$ cat config.mk
export PLATFORM = sky130hd
export DESIGN_NAME = instr_serial_arbiter
export DESIGN_NICKNAME = d
export VERILOG_FILES = /design/src/rtl/instr_serial_arbiter.sv
export SDC_FILE = /design/constraint.sdc
export NUM_CORES = 1
export LEC_CHECK = 0
export ABC_AREA = 1
export BUFFER_PORTS_ARGS = -buffer_cell sky130_fd_sc_hd__buf_4
export CORE_ASPECT_RATIO = 0.75
export CORE_MARGIN = 4
export CORE_UTILIZATION = 47
export DETAILED_ROUTE_END_ITERATION = 6
export PLACE_DENSITY = 0.75
export SLEW_MARGIN = 25
export SYNTH_ARGS = -nofsm -noshare
export SYNTH_HDL_FRONTEND = slang
export SYNTH_SLANG_ARGS = --single-unit
$ cat constraint.sdc
create_clock -name clk -period 1.7 [get_ports clk]
set_clock_uncertainty 0.1 [all_clocks]
set_input_delay 0.17 -clock clk [delete_from_list [all_inputs] [get_ports clk]]
set_output_delay 0.17 -clock clk [all_outputs]
set_load 0.01 [all_outputs]
$ cat src/rtl/instr_serial_arbiter.sv
// instr_serial_arbiter: two-source instruction arbiter feeding an MSB-first serial stream.
// Define ARB_FIXED_PRIO_EN for fixed priority (requester 0 wins ties); default is round-robin.
module instr_serial_arbiter #(
    parameter int WORD_W = 32,
    parameter int CNT_W  = 8
) (
    input  logic              clk,
    input  logic              reset,
    input  logic [1:0]        req_valid,
    input  logic [WORD_W-1:0] instr0,
    input  logic [WORD_W-1:0] instr1,
    output logic [1:0]        req_ready,
    output logic              ser_bit,
    output logic              ser_valid,
    output logic              ser_first,
    output logic              word_done,
    output logic              grant_id,
    output logic              busy,
    output logic [CNT_W-1:0]  word_count
);
    localparam int CW = WORD_W > 1 ? $clog2(WORD_W) : 1;
    localparam logic [CW-1:0] LAST = CW'(WORD_W - 1);

    typedef enum logic {IDLE, SHIFT} state_t;

    state_t            state, state_nx;
    logic [WORD_W-1:0] shreg, shreg_nx;
    logic [CW-1:0]     cnt, cnt_nx;
    logic [CNT_W-1:0]  wc_nx;
    logic              gid_nx, last_word, grant_pt, grant, pick;

`ifdef ARB_FIXED_PRIO_EN
    assign pick = !req_valid[0];
`else
    // last granted requester; reset to 1 so requester 0 wins the first tie
    logic last;
    assign pick = &req_valid ? !last : req_valid[1];
    always_ff @(posedge clk)
        if (reset) last <= 1'b1;
        else if (grant) last <= pick;
`endif

    always_comb begin
        last_word = state == SHIFT && cnt == LAST;
        grant_pt  = state == IDLE || last_word;
        grant     = grant_pt && |req_valid && !reset;
        req_ready = grant ? (pick ? 2'b10 : 2'b01) : 2'b00;
        state_nx  = state;
        shreg_nx  = shreg;
        cnt_nx    = cnt;
        gid_nx    = grant_id;
        wc_nx     = word_count;
        if (state == SHIFT) begin
            shreg_nx = shreg << 1;
            cnt_nx   = cnt + 1'b1;
        end
        if (last_word) begin
            wc_nx    = word_count + 1'b1;
            state_nx = IDLE;
        end
        if (grant) begin
            shreg_nx = pick ? instr1 : instr0;
            cnt_nx   = '0;
            gid_nx   = pick;
            state_nx = SHIFT;
        end
    end

    always_ff @(posedge clk)
        if (reset) begin
            state      <= IDLE;
            shreg      <= '0;
            cnt        <= '0;
            grant_id   <= 1'b0;
            word_count <= '0;
        end else begin
            state      <= state_nx;
            shreg      <= shreg_nx;
            cnt        <= cnt_nx;
            grant_id   <= gid_nx;
            word_count <= wc_nx;
        end

    assign busy      = state == SHIFT;
    assign ser_valid = busy;
    assign ser_bit   = busy & shreg[WORD_W-1];
    assign ser_first = busy && cnt == '0;
    assign word_done = last_word;
endmodule

Word level (Yosys, flattened, before mapping)
Index checks and enable logic that the tools add are counted.

Output and inout bits: 16. Bits in registers: 48.

Mux-type cells: 8. Bitwise logic cells: 2. Equality and inequality tests: 1. Add/subtract/negate cells: 2. Reduce and logical (&&, ||, !) cells: 13.

Operators by type and width (count): 32-bit 2-to-1 mux (3); 8-bit by 1-bit adder with 8-bit output, second input constant (1); 5-bit by 1-bit adder with 5-bit output, second input constant (1); 5-bit equality test, second input constant (1); 5-bit zero test (1); 1-bit logical AND (4); 2-bit 2-to-1 mux (2); 2-bit nonzero test (2); 2-bit OR reduction (2); 1-bit 2-to-1 mux (3); 1-bit zero test (2); 2-bit AND reduction (1); 1-bit AND (1); 1-bit logical OR (1); 1-bit inverter (1).

Logic depth before layout (Yosys ltp)
Word-level depth: 6. Mapped depth: 13. Mapped depth without buffers: 12.

Worst setup path after synthesis
Ideal clock, no wire load.

Path kind: reg-to-reg. Start: register cnt[0]. End: register last. Cell stages (with the launch flop): 11. Path slack: -0.097 ns. Setup time: 0.124 ns. Arrival time: 1.573 ns. Path through: dfxtp_1 ha_1 nand2_1 nor2_1 ha_1 inv_1 nand2_1 nand3_4 buf_2 nor2_1 nor2_1.

Word-level cells in the longest chain between the ends: 5.

RTL lines: from (decl) (RTL line 28) `logic [CW-1:0] cnt, cnt_nx;`; from (signal assigned) (RTL line 79) `cnt <= cnt_nx;`; 5-bit equality test (RTL line 44) `last_word = state == SHIFT && cnt == LAST;`; 1-bit logical AND (RTL line 44); 1-bit logical OR (RTL line 45) `grant_pt = state == IDLE || last_word;`; 1-bit logical AND (2 in series) (RTL line 46) `grant = grant_pt && |req_valid && !reset;`; to (signal assigned) (RTL line 40) `else if (grant) last <= pick;`; to (decl) (RTL line 36) `logic last;`.

Every way passes these cells. A chain may end at the register's enable or synchronous reset.

Worst setup path in the final report
Start: register cnt[1]. End: output port req_ready[1].

Word-level cells in the longest chain between the ends: 6.

RTL lines: 5-bit equality test (RTL line 44); 1-bit logical AND (RTL line 44); 1-bit logical OR (RTL line 45); 1-bit logical AND (2 in series) (RTL line 46); 2-bit 2-to-1 mux (RTL line 47) `req_ready = grant ? (pick ? 2'b10 : 2'b01) : 2'b00;`; to (decl) (RTL line 12) `output logic [1:0] req_ready,`.

Every way passes these cells.

==> impl_metrics.env <==
export IMPL_max_freq_mhz=527.2
export IMPL_synth_seq_area_share_pct=34.29
export IMPL_ant_nets=0
export IMPL_fin_crit_sh_pct=111.6
export IMPL_detailed_place_hpwl_microns=4986
export IMPL_layout_min_cycle_time_ps=1897
export IMPL_relSlewSlack_pct=72.62
export IMPL_first_pass_iters=4
export IMPL_die_x_microns=97.17
export IMPL_ys_ff_latch=48
export IMPL_dpl_cell_count=641
export IMPL_vdd_drop_max_uv=397.5
export IMPL_io_pins=84
export IMPL_root_buffer="clkbuf_8"
export IMPL_worst_slack_ps=-196.9
export IMPL_synth_cell_type_count=22
export IMPL_slowest_stage="dfxtp_2"
export IMPL_status="complete, but fails checks"
export IMPL_fin_nets=655
export IMPL_fin_tns_setup_ps=-5512
export IMPL_p_clk_share_pct=26.0
export IMPL_swShare_pct=29.26
export IMPL_gp_congestion=0.8007
export IMPL_drv_cap=0
export IMPL_syn_inst=481
export IMPL_hold_path_class="input pin to flop"
export IMPL_crit_required_ps=1430
export IMPL_cp_common_cell="buf_6"
export IMPL_drtIter0Drc=73
export IMPL_grt_max_degree=37
export IMPL_synth_fp_nets=553
export IMPL_coreArea_sq_mm=0.005796
export IMPL_worstPathArrival_ps=1630
export IMPL_report_final_slew_viol_count=0
export IMPL_cts_tree="built"
export IMPL_htreeDepth=2
export IMPL_start_kind="flop"
export IMPL_clkSlewWorstSetupHoldPaths_ps=90
export IMPL_rsz0062_at_grt="yes"
export IMPL_slowest_delay_ps=360
export IMPL_p_int_uw=1892
export IMPL_row_count=24
export IMPL_finalHoldViolCount=0
export IMPL_whs_ps=71.40
export IMPL_drc=0
export IMPL_drive_above_1_share_pct=29.28
export IMPL_crit_chain="ha_4 -> nand2_2 -> nor2_2 -> ha_2 -> inv_2 -> nand2_4 -> nand3_4 -> buf_6 -> nor2_4 -> buf_6"
export IMPL_vias=3047
export IMPL_p_switching_uw=782.9
export IMPL_areaGrowthSynthToFinish_pct=43.44
export IMPL_tightestPinTransition_ps=410.7
export IMPL_fp_dieH_microns=74.88
export IMPL_clockBufferDepth=2
export IMPL_power_frac_comb_pct=27.1
export IMPL_overflow=0
export IMPL_start_util_pct=48.36
export IMPL_power_density_mw_per_mm2=665.5
export IMPL_grtUsageTotal_pct=19.21
export IMPL_avgRoutedWirePerCell_microns=11.15
export IMPL_io_buffer_count=83
export IMPL_clk_latency_ps=290
export IMPL_routed_wl_microns=7382
export IMPL_die_area_sq_mm=0.007275
export IMPL_yosys_warnings=0
export IMPL_postSynthAreaPerCell_sq_um=5.827
export IMPL_diodes=0
export IMPL_instances_no_fill=662
export IMPL_holdBufCountCts=0
export IMPL_setup_viol=43
export IMPL_p_leak_uw=0.002214
export IMPL_cp_end_kind="output port"
export IMPL_cts_buffers=5
export IMPL_grt_first_pass_wirelength_microns=11760
export IMPL_antenna_found_initial=0
export IMPL_synthesis_area_sq_mm=0.002803
export IMPL_grt_pass1_vias=2673
export IMPL_path_max_fanout=3
export IMPL_failed_checks="negative setup slack"
export IMPL_critPathKind="flop to output port"
export IMPL_clock_sinks=48
export IMPL_power_frac_seq_pct=46.9
export IMPL_routed_via_density=4.603
==> synth_stat cells, drive strengths merged <==
cell type	number	share of area [%]
nand2	209	28
nor2	84	11
inv	52	7.1
dfxtp	48	34
nand3	37	7.1
buf	22	5.4
a21oi	9	1.6
o21ai	5	1.0
ha	4	1.8
nand4	3	0.67
nor3	3	0.54
clkbuf	2	0.27
xor2	2	0.63
nor4	1	0.22
==> critical path, delay by kind of cell (launching register included) <==
family,cells,cell delay (ps)
adder cells (fa/ha/maj),2,330
buffers and inverters,3,290
flip-flops,1,360
AND/OR/NAND/NOR,5,350
==> timing repair <==
| action | in CTS | in global routing |
|---|---|---|
| buffers inserted | 9 | 4 |
| cloned | 1 | 1 |
| gates resized for setup | 19 | 42 |
| endpoints found under the setup margin | 37 | 51 |
| pin swaps | 9 | 9 |
==> power by group through the flow <==
| stage | Clock, uW | Combinational [uW] | Sequential [uW] |
|---|---|---|---|
| 2_1_floorplan | 0 | 427 | 1260 |
| 3_3_place_gp | 0 | 633 | 1270 |
| 3_5_place_dp | 0 | 649 | 1270 |
| 4_1_cts | 713 | 682 | 1240 |
| 5_1_grt | 769 | 817 | 1260 |
| 6_report | 696 | 724 | 1250 |
==> per-stage QoR <==
| stage | area, sq um | power (uW) | setup slack (ps) | util, % |
|---|---|---|---|---|
| 3_5_place_dp | 3591 | 1918 | -112.2 | 61.96 |
| 4_1_cts | 3840 | 2639 | -255.8 | 66.26 |
| 5_1_grt | 4020 | 2850 | -301.1 | 69.37 |
| 2_1_floorplan | 2829 | 1688 | 8.023 | - |
| 3_3_place_gp | 3591 | 1900 | -47.25 | 61.96 |
| 6_report | 4020 | 2675 | -196.9 | 69.37 |
==> state kept, by name, indices dropped and copies added (netlist names) <==
register / flops
word_count: 8
cnt: 5
grant_id: 1
shreg: 32
last: 1
busy: 1
==> final cells by class <==
cell class | instances | area [sq um]
well taps | 78 | 97.59
fillers | 528 | 1775
repair buffers | 119 | 1017
inverters | 52 | 202.7
multi-input cells | 357 | 1649
clock buffers | 8 | 90.09
flip-flops and latches | 48 | 963.4
==> metal layers <==
layer | GRT usage [%] | part of all wire [%] | up-vias | wire, microns
li1 | - | - | 1643 | -
met1 | 22.99 | 45 | 1342 | 3330
met2 | 36.39 | 50 | 58 | 3677
met3 | 4.259 | 4.5 | 4 | 333
met4 | 3.583 | 0.54 | 0 | 40
met5 | 0 | 0 | - | 0
==> path summary, 6_finish.rpt <==
| path | startpoint | end | slack, ps | cells past startpoint |
|---|---|---|---|---|
| setup reg to reg | cnt[1] | shreg[27] | -170 | 14 |
| hold reg to reg | last | last | 390 | 2 |
| hold / removal | reset | word_count[7] | 70 | 4 |
| setup / recovery | cnt[1] | req_ready[1] | -200 | 10 |
==> kinds of logic (layout without fill, tap and decap cells) <==
group                    Yosys count  in the layout  synth area share (%)
AND/OR/NAND/NOR                  337            337                 47.99
buffers and inverters             76            179                 12.68
flip-flops                        48             48                 34.29
AO/OA/AOI/OAI                     14             14                 2.634
adder cells (fa/ha/maj)            4              4                 1.786
XOR/XNOR                           2              2                0.6251
==> layout by cell type, fill, tap and decap left out <==
cell type  Yosys  routed
nand2_1      208     204
buf_4          9     101
nor2_1        84      60
inv_1         49      47
dfxtp_1       48      46
nand3_1       36      32
nor2_2         0      21
buf_6          3      13
a21oi_1        9       8
clkbuf_8       0       6
inv_4          1       3
nand3_4        1       3
nor2_4         0       3
nand4_1        3       3
buf_12         0       3
nand2_4        1       2
nand2_2        0       2
inv_2          2       2
xor2_1         2       2
nand3_2        0       2
o21ai_1        0       2
nor3_1         3       2
o21ai_0        4       2
ha_1           4       2
clkbuf_1       2       2
dfxtp_2        0       2
nor4_1         1       1
nand2_8        0       1
o21ai_2        1       1
nor3_2         0       1
a21oi_2        0       1
ha_2           0       1
ha_4           0       1
buf_16         0       1
clkbuf_16      0       1
No activity file was read; power rests on OpenSTA's default activity.
